--- src/rtl/tnoc_packet_arbiter.sv ---
// Packet-level arbiter: grants one flit source from header to tail so packets
// never interleave. Response-class packets win over request-class packets,
// and a run counter bounds how long a waiting request can be starved.

// Per-source classification of the head packet.
module tnoc_packet_arbiter_lane (
    input  logic       request,
    input  logic [7:0] packet_type,
    output logic       eligible,
    output logic       is_response,
    output logic       invalid
);
    localparam logic [7:0] TNOC_INVALID_PACKET = 8'h00;

    // Bit 7 of the packet type marks the response class.
    always_comb begin
        invalid     = request && (packet_type == TNOC_INVALID_PACKET);
        eligible    = request && (packet_type != TNOC_INVALID_PACKET);
        is_response = packet_type[7];
    end
endmodule

module tnoc_packet_arbiter #(
    parameter int REQUESTERS        = 4,
    parameter int RESPONSE_PRIORITY = 1,
    parameter int MAX_RESPONSE_RUN  = 4
) (
    input  logic                       clk,
    input  logic                       rst_n,
    input  logic [REQUESTERS-1:0]      i_request,
    input  logic [REQUESTERS-1:0][7:0] i_packet_type,
    input  logic                       i_acknowledge,
    input  logic                       i_tail,
    output logic [REQUESTERS-1:0]      o_grant,
    output logic                       o_grant_is_response,
    output logic                       o_invalid_request
);
    localparam int         PTR_W   = (REQUESTERS > 1) ? $clog2(REQUESTERS) : 1;
    localparam logic [3:0] MAX_RUN = 4'(MAX_RESPONSE_RUN);
    localparam logic [PTR_W-1:0] LAST_IDX = PTR_W'(REQUESTERS - 1);

    typedef enum logic {
        IDLE,
        LOCKED
    } state_t;

    state_t                  state;
    logic [PTR_W-1:0]        rr_ptr;
    logic [PTR_W-1:0]        grant_idx;
    logic [3:0]              run_count;

    logic [REQUESTERS-1:0]   eligible;
    logic [REQUESTERS-1:0]   is_response;
    logic [REQUESTERS-1:0]   invalid;
    logic [REQUESTERS-1:0]   elig_resp;
    logic [REQUESTERS-1:0]   elig_req;
    logic [REQUESTERS-1:0]   cand;
    logic [REQUESTERS-1:0]   hi_mask;
    logic [REQUESTERS-1:0]   cand_hi;
    logic [REQUESTERS-1:0]   pick_onehot;
    logic [PTR_W-1:0]        pick_idx;
    logic                    pick_resp;

    genvar g;
    generate
        for (g = 0; g < REQUESTERS; g++) begin : g_lane
            tnoc_packet_arbiter_lane u_lane (
                .request     (i_request[g]),
                .packet_type (i_packet_type[g]),
                .eligible    (eligible[g]),
                .is_response (is_response[g]),
                .invalid     (invalid[g])
            );
        end
    endgenerate

    // Candidate set: responses first unless a waiting request has hit its
    // starvation bound; otherwise everything eligible competes.
    always_comb begin
        elig_resp = eligible & is_response;
        elig_req  = eligible & ~is_response;
        cand      = eligible;
        if (RESPONSE_PRIORITY != 0) begin
            if ((|elig_resp) && (run_count < MAX_RUN))
                cand = elig_resp;
            else if ((run_count >= MAX_RUN) && (|elig_req))
                cand = elig_req;
        end
    end

    // Round-robin pick: lowest candidate at/after rr_ptr, else lowest overall.
    always_comb begin
        pick_idx = '0;
        for (int k = 0; k < REQUESTERS; k++)
            hi_mask[k] = (PTR_W'(k) >= rr_ptr);
        cand_hi = cand & hi_mask;
        for (int k = REQUESTERS - 1; k >= 0; k--) begin
            if (cand[k] && !(|cand_hi))
                pick_idx = PTR_W'(k);
            if (cand_hi[k])
                pick_idx = PTR_W'(k);
        end
        pick_onehot = '0;
        if (|cand)
            pick_onehot[pick_idx] = 1'b1;
        pick_resp = |(pick_onehot & is_response);
    end

    // Arbitration FSM: grant in IDLE, hold until the tail flit is accepted.
    always_ff @(posedge clk or negedge rst_n) begin
        if (!rst_n) begin
            state               <= IDLE;
            o_grant             <= '0;
            o_grant_is_response <= 1'b0;
            o_invalid_request   <= 1'b0;
            rr_ptr              <= '0;
            grant_idx           <= '0;
            run_count           <= '0;
        end else begin
            o_invalid_request <= 1'b0;
            case (state)
                IDLE: begin
                    o_invalid_request <= |invalid;
                    if (|cand) begin
                        state               <= LOCKED;
                        o_grant             <= pick_onehot;
                        o_grant_is_response <= pick_resp;
                        grant_idx           <= pick_idx;
                        if ((RESPONSE_PRIORITY != 0) && pick_resp && (|elig_req))
                            run_count <= (run_count >= MAX_RUN) ? MAX_RUN : run_count + 4'd1;
                        else
                            run_count <= '0;
                    end
                end
                LOCKED: begin
                    if (i_acknowledge && i_tail) begin
                        state               <= IDLE;
                        o_grant             <= '0;
                        o_grant_is_response <= 1'b0;
                        rr_ptr              <= (grant_idx == LAST_IDX) ? '0 : grant_idx + 1'b1;
                    end
                end
                default: state <= IDLE;
            endcase
        end
    end
endmodule

--- config.mk ---
export PLATFORM = sky130hd
export DESIGN_NAME = tnoc_packet_arbiter
export DESIGN_NICKNAME = d
export VERILOG_FILES = /design/src/rtl/tnoc_packet_arbiter.sv
export SDC_FILE = /design/constraint.sdc
export NUM_CORES = 1
export LEC_CHECK = 0
export CORE_ASPECT_RATIO = 0.75
export CORE_MARGIN = 3
export CORE_UTILIZATION = 46
export CTS_BUF_LIST = sky130_fd_sc_hd__clkbuf_4 sky130_fd_sc_hd__clkbuf_8 sky130_fd_sc_hd__clkbuf_16
export DETAILED_ROUTE_END_ITERATION = 7
export GPL_ROUTABILITY_DRIVEN = 0
export GPL_TIMING_DRIVEN = 0
export PLACE_DENSITY_LB_ADDON = 0.15
export REMOVE_ABC_BUFFERS = 1
export SLEW_MARGIN = 25
export SYNTH_ARGS = -nofsm -noshare
export SYNTH_HDL_FRONTEND = slang
export SYNTH_SLANG_ARGS = --single-unit
--- constraint.sdc ---
create_clock -name clk -period 7.3 [get_ports clk]
set_clock_uncertainty 0.2 [all_clocks]
set_input_delay 1.46 -clock clk [delete_from_list [all_inputs] [get_ports clk]]
set_output_delay 1.46 -clock clk [all_outputs]
set_load 0.01 [all_outputs]
==> results of run 1 <==
## cell families after synthesis
| group | count (synthesis) | synth area share, % |
|---|---|---|
| and+or+nand+nor | 60 | 28.0 |
| AOI/OAI and AO/OA | 44 | 33.1 |
| DFF | 15 | 33.4 |
| buffers and inverters | 4 | 1.34 |
| muxes | 2 | 1.90 |
| adders and majority gates | 2 | 2.23 |
## flip-flops by register name, indices dropped and copies added (netlist names)
signal / flops
rr_ptr: 2
o_grant: 4
o_grant_is_response: 1
o_invalid_request: 1
grant_idx: 2
state: 1
run_count: 4
## power by group through the flow
stage,Sequential (mW),Combinational (mW),Clock [mW]
after global routing,0.140,0.199,0.0569
after detailed placement,0.136,0.180,0
after floorplan,0.136,0.102,0
after CTS,0.135,0.181,0.0515
final,0.135,0.181,0.0505
after global placement,0.134,0.172,0
## cells in the mapped netlist, types with 2 or more instances
master	n	share of area, %
nand2_1	18	6.0
dfrtp_1	15	33
nor4_1	8	4.5
nand3_1	7	3.1
nor2_1	7	2.3
a21oi_1	6	2.7
clkbuf_1	4	1.3
nor3_1	4	1.8
o41a_1	4	4.0
a21o_1	3	2.0
a31oi_1	3	1.7
a32o_1	3	2.7
and2_1	3	1.7
o21ai_0	3	1.3
o41ai_1	3	2.3
a211o_1	2	1.6
ha_1	2	2.2
nand2b_1	2	1.1
nor2b_1	2	1.1
o31ai_1	2	1.3
or4_4	2	2.0
## cell usage in the layout (no fill, tap or decap), drive strengths merged, types with 2 or more instances in the layout
cell type,count
a211o,2
a211oi,2
a21o,3
a21oi,6
a31oi,3
a32o,4
and2,4
and3,2
clkbuf,4
clkdlybuf4s50,45
dfrtp,15
ha,2
nand2,18
nand2b,2
nand3,7
nor2,7
nor2b,2
nor3,4
nor4,8
o21ai,3
o31ai,2
o41a,5
o41ai,3
or2,2
or4,2
## worst register-to-register path, stage by stage (launching register included)
cell	delay [ns]
dfrtp_1	0.39
or2_2	0.36
a21o_1	0.24
and2_1	0.20
a211o_1	0.33
nor3_1	0.23
or2_0	0.61
nor2_1	0.09
a32o_1	0.23
## path summary, 6_finish.rpt
kind | slack (ns) | endpoint | cells past startpoint
min reg2reg | 0.29 | grant_idx[1] | 2
max in group asynchronous | 5.11 | o_invalid_request | 1
min | 0.29 | grant_idx[1] | 2
min in group asynchronous | 1.37 | rr_ptr[1] | 1
max reg2reg | 4.31 | o_grant[0] | 8
max | 2.52 | o_grant_is_response | 9
## layer usage
metal | wire, um | part of all wire [%] | up-vias | global-route usage, %
met3 | 342 | 10 | 6 | 6.45
li1 | - | - | 607 | -
met4 | 38 | 1.1 | 0 | 4.03
met2 | 1670 | 50 | 76 | 38.5
met5 | 0 | 0 | - | 0
met1 | 1320 | 39 | 593 | 29.6
## per-stage QoR
stage          std cells  setup slack (ns)  hold slack, ns
6_report             204              2.52           0.293
5_1_grt              204              2.42           0.327
4_1_cts              204              2.56           0.293
3_5_place_dp         200              2.25           0.271
3_3_place_gp         200              2.30           0.273
2_1_floorplan        123              3.05           0.250
## final cells by class
cell class / count / area share (%)
multi-input combinational: 108 / 45.0
timing repair buffer: 45 / 27.7
sequential: 15 / 23.1
tap: 32 / 2.46
clock buffer: 4 / 1.84
==> results_dict.tcl, run 1 <==
set metrics [dict create \
    status "complete, no violations" \
    start_util_pct 52.1 \
    switchingPower_uw 139 \
    syn-cell-area_um2 1120 \
    ctsRootBufferMaster "clkbuf_4" \
    synth_cell_types 45 \
    cts_buffers 3 \
    fin_crit_sh_pct 65.4 \
    post-dp-hpwl_um 2770 \
    cts.repair.resized 0 \
    clk-insertion-delay-late_ns 0.28 \
    grt_start_max_net_pins 16 \
    insertedDiodeCount 0 \
    path_cells "clkdlybuf4s50_1 > or4_4 > o41a_1 > o41ai_1 > a211o_1 > nor3_1 > or2_0 > and3_1 > a31o_1" \
    cts_tree "done" \
    worst-setup-path-type "in2reg" \
    fp.dieH_um 48.8 \
    fmax_mhz 209 \
    hp-class "reg2reg" \
    die_x_um 63.0 \
    pwr-share-seq_pct 36.8 \
    postLayoutCellArea_um2 1630 \
    ys_ff_latch 15 \
    fin_crit_ns 4.78 \
    area_growth_pct 45.0 \
    cts-htree-levels 1 \
    cts.clk_slew.worst_paths_ns 0.09 \
    pwr-share-comb_pct 49.4 \
    powerDensity_nw_per_um2 225 \
    first_global_vias 1181 \
    path_buf_inv 1 \
    seq_area_um2 375 \
    core_area_um2 2150 \
    overflow 0 \
    routed_wl_um 3360 \
    max-vdd-ir-drop_mv 0.189 \
    ios 46 \
    p_int_uw 228 \
    io_buffers 45 \
    drc_errors 0 \
    hold_buffers 0 \
    place_area_um2 1600 \
    yosysWarnings 0 \
    syn_avg_cell_area_um2 8.84 \
    max_stage_delay_ns 0.63 \
    multi_input_area_um2 732 \
    syn_inst 127 \
    avgRoutedWirePerCell_um 16.5 \
    start_kind "primary input" \
    nets 215 \
    gr-usage-all-layers_pct 22.9 \
    r2r-start "run_count[3]" \
    async_reset_ff_share_pct 100 \
    routed_via_density 6.28 \
    relSlewSlack_pct 51.7 \
    postCtsSetupBuffers 0 \
    cts.sinks 15 \
    cp-startpoint "i_packet_type[10]" \
    setup_viol 0 \
    firstDrtPassIters 4 \
    worst_pin_slew_ns 0.725 \
    crit_required_ns 7.27 \
    cpMaxStageDelayCell "o41ai_1" \
    power_leakage_nw 0.649 \
    worstPathMaxFanout 14 \
    antenna_found_initial 0 \
    nFillCells 176 \
    crit_family "compound AO/OA/AOI/OAI gates" \
    die_area_um2 3070 \
    finalHoldViolCount 0 \
    cts_buffer_depth 2 \
    vias 1282 \
    synth_flop_cell "dfrtp_1" \
    drv_slew 0 \
    swShare_pct 37.9 \
    postRouteAntennaNets 0 \
    rsz0062_at_grt "false" \
    drive_gt1_share_pct 8.14 \
    utilization_pct 75.6 \
    fin_tns_setup_ns 0 \
    grt_pass1_wl_um 5670 \
    power_uw 367 \
    hold_path_startpoint "grant_idx[1]" \
    rows 14 \
    drt_iter0_markers 112 \
    cap_viol_max_count 0 \
    pwr-share-clk_pct 13.8 \
    end_kind "flop" \
    synth-edff-count 0 \
    ys_seq_area_share_pct 33.4 \
    cp.arrival_ns 4.75 \
]
Power figures use the tool's default switching activity.
==> run 2: changes to the inputs <==
CORE_UTILIZATION = 38   (was 46)
clock period = 4.35 ns   (was 7.3 ns; I/O delays follow)
==> run 2 against run 1 <==
Via count decreased by 2.9%. Routed wire length increased by 2.1%. Non-clock buffer count unchanged. Die area increased by 19%. Critical path depth unchanged. Design area increased by 1.5%. Critical endpoint is now run_count[0].
==> results_dict.tcl, run 2 (synthesis gave the netlist of run 1 again) <==
set metrics [dict create \
    status "complete, no violations" \
    setup_viol 0 \
    drt_iter0_markers 116 \
    r2r-end "o_grant[0]" \
    end_kind "flop" \
    start_kind "primary input" \
    hp-class "reg2reg" \
    fmax_mhz 240 \
    nets 215 \
    routed_via_density 5.99 \
    reg2regPathDepth 8 \
    avgRoutedWirePerCell_um 16.5 \
    whs_path_depth 2 \
    drv_slew 0 \
    cts.repair.resized 0 \
    postCtsSetupBuffers 0 \
    grt_pass1_wl_um 5690 \
    power_leakage_nw 0.656 \
    r2r_slack_ns 1.36 \
    cts_tree "done" \
    mostFrequentLayoutCells "clkdlybuf4s50_1 (45), nand2_1 (18), dfrtp_1 (15)" \
    antenna_found_initial 0 \
    worst-setup-path-type "in2reg" \
    utilization_pct 61.1 \
    fin_tns_setup_ns 0 \
    drive_gt1_share_pct 8.14 \
    post-dp-hpwl_um 2780 \
    insertedDiodeCount 0 \
    fin_crit_sh_pct 95.9 \
    core_area_um2 2700 \
    drc_errors 0 \
    crit_required_ns 4.29 \
    reg_top3 "o_grant: 4 flops, run_count: 4 flops" \
    gr-usage-all-layers_pct 21.5 \
    die_x_um 68.8 \
    cts.clk_slew.worst_paths_ns 0.06 \
    hold_path_startpoint "grant_idx[1]" \
    powerDensity_nw_per_um2 399 \
    die_area_um2 3650 \
    r2r-start "run_count[3]" \
    rows 16 \
    ctsRootBufferMaster "clkbuf_8" \
    worst_slack_ns 0.177 \
    mostFrequentLayoutCell "clkdlybuf4s50_1" \
    cts_buffers 3 \
    vias 1245 \
    clk-insertion-delay-late_ns 0.25 \
    ios 46 \
    finalHoldViolCount 0 \
    fin_crit_ns 4.17 \
    cp.arrival_ns 4.11 \
    path_buf_inv 1 \
    overflow 0 \
    io_buffers 45 \
    relSlewSlack_pct 53.3 \
    worstPathMaxFanout 6 \
    min_to "grant_idx[1]" \
    cts_buffer_depth 2 \
    first_global_vias 1199 \
    pre_cts_ws_ns -0.0140 \
    routed_wl_um 3430 \
    crit_family "compound AO/OA/AOI/OAI gates" \
    postRouteAntennaNets 0 \
    max_stage_delay_ns 0.57 \
    firstDrtPassIters 4 \
    fp.dieH_um 53.1 \
    start_util_pct 41.5 \
    worst_pin_slew_ns 0.700 \
    max-vdd-ir-drop_mv 0.244 \
    path_cells "clkdlybuf4s50_1 > or4_4 > o41a_4 > o41ai_1 > a211oi_1 > o32ai_2 > mux2i_1 > nand2_1 > a32o_2" \
    cap_viol_max_count 0 \
    cpMaxStageDelayCell "o41ai_1" \
    cts.sinks 15 \
    power_uw 659 \
    grt_start_max_net_pins 16 \
    hold_buffers 0 \
    cts-htree-levels 1 \
    rsz0062_at_grt "false" \
    area_growth_pct 47.2 \
]
==> run 2: area by class of cell <==
type                    instances  area (um2)
repair buffers                 45         450
multi-input cells             108         732
well taps                      36        45.0
flip-flops and latches         15         375
clock buffers                   4        48.8
fillers                       237        1050
==> run 2: how the worst max path moves through the flow <==
stage | start | endpoint | slack (ns) | cells after the start
floorplan | i_packet_type[26] | run_count[0] | 0.69 | 8
global placement | i_packet_type[26] | o_grant_is_response | -0.05 | 9
detailed placement | i_packet_type[26] | o_grant_is_response | -0.01 | 9
CTS | i_packet_type[26] | o_grant_is_response | 0.24 | 9
global route | i_packet_type[18] | run_count[0] | 0.005 | 9
finish | i_packet_type[26] | run_count[0] | 0.18 | 9
==> run 2: worst reg2reg max path, stage by stage, from the launching register on <==
cell and delay [ns]:
dfrtp_1 0.38, or2_2 0.37, a2bb2oi_1 0.16, o21ai_0 0.42
nor2_1 0.17, nor3_1 0.27, or2_0 0.59, nor2_1 0.09
a32o_1 0.23
==> run 2: stage by stage <==
| step | area [um2] | hold slack, ns | instances |
|---|---|---|---|
| after floorplan | 1110 | 0.250 | 123 |
| after global placement | 1600 | 0.274 | 204 |
| after detailed placement | 1600 | 0.284 | 204 |
| after CTS | 1650 | 0.299 | 208 |
| after global routing | 1650 | 0.327 | 208 |
| final | 1650 | 0.301 | 208 |
==> run 2: metal layers <==
layer	GRT usage (%)	vias up	routed length, um
met4	5.50	0	31
met5	0	-	0
met3	5.94	6	210
li1	-	599	-
met1	27.3	593	1490
met2	35.7	47	1700
==> run 2: report_power, final <==
group	switching, mW	internal [mW]	leakage [nW]
Combinational	0.152	0.156	0.436
Sequential	0.0437	0.186	0.194
Clock	0.0500	0.0712	0.0262
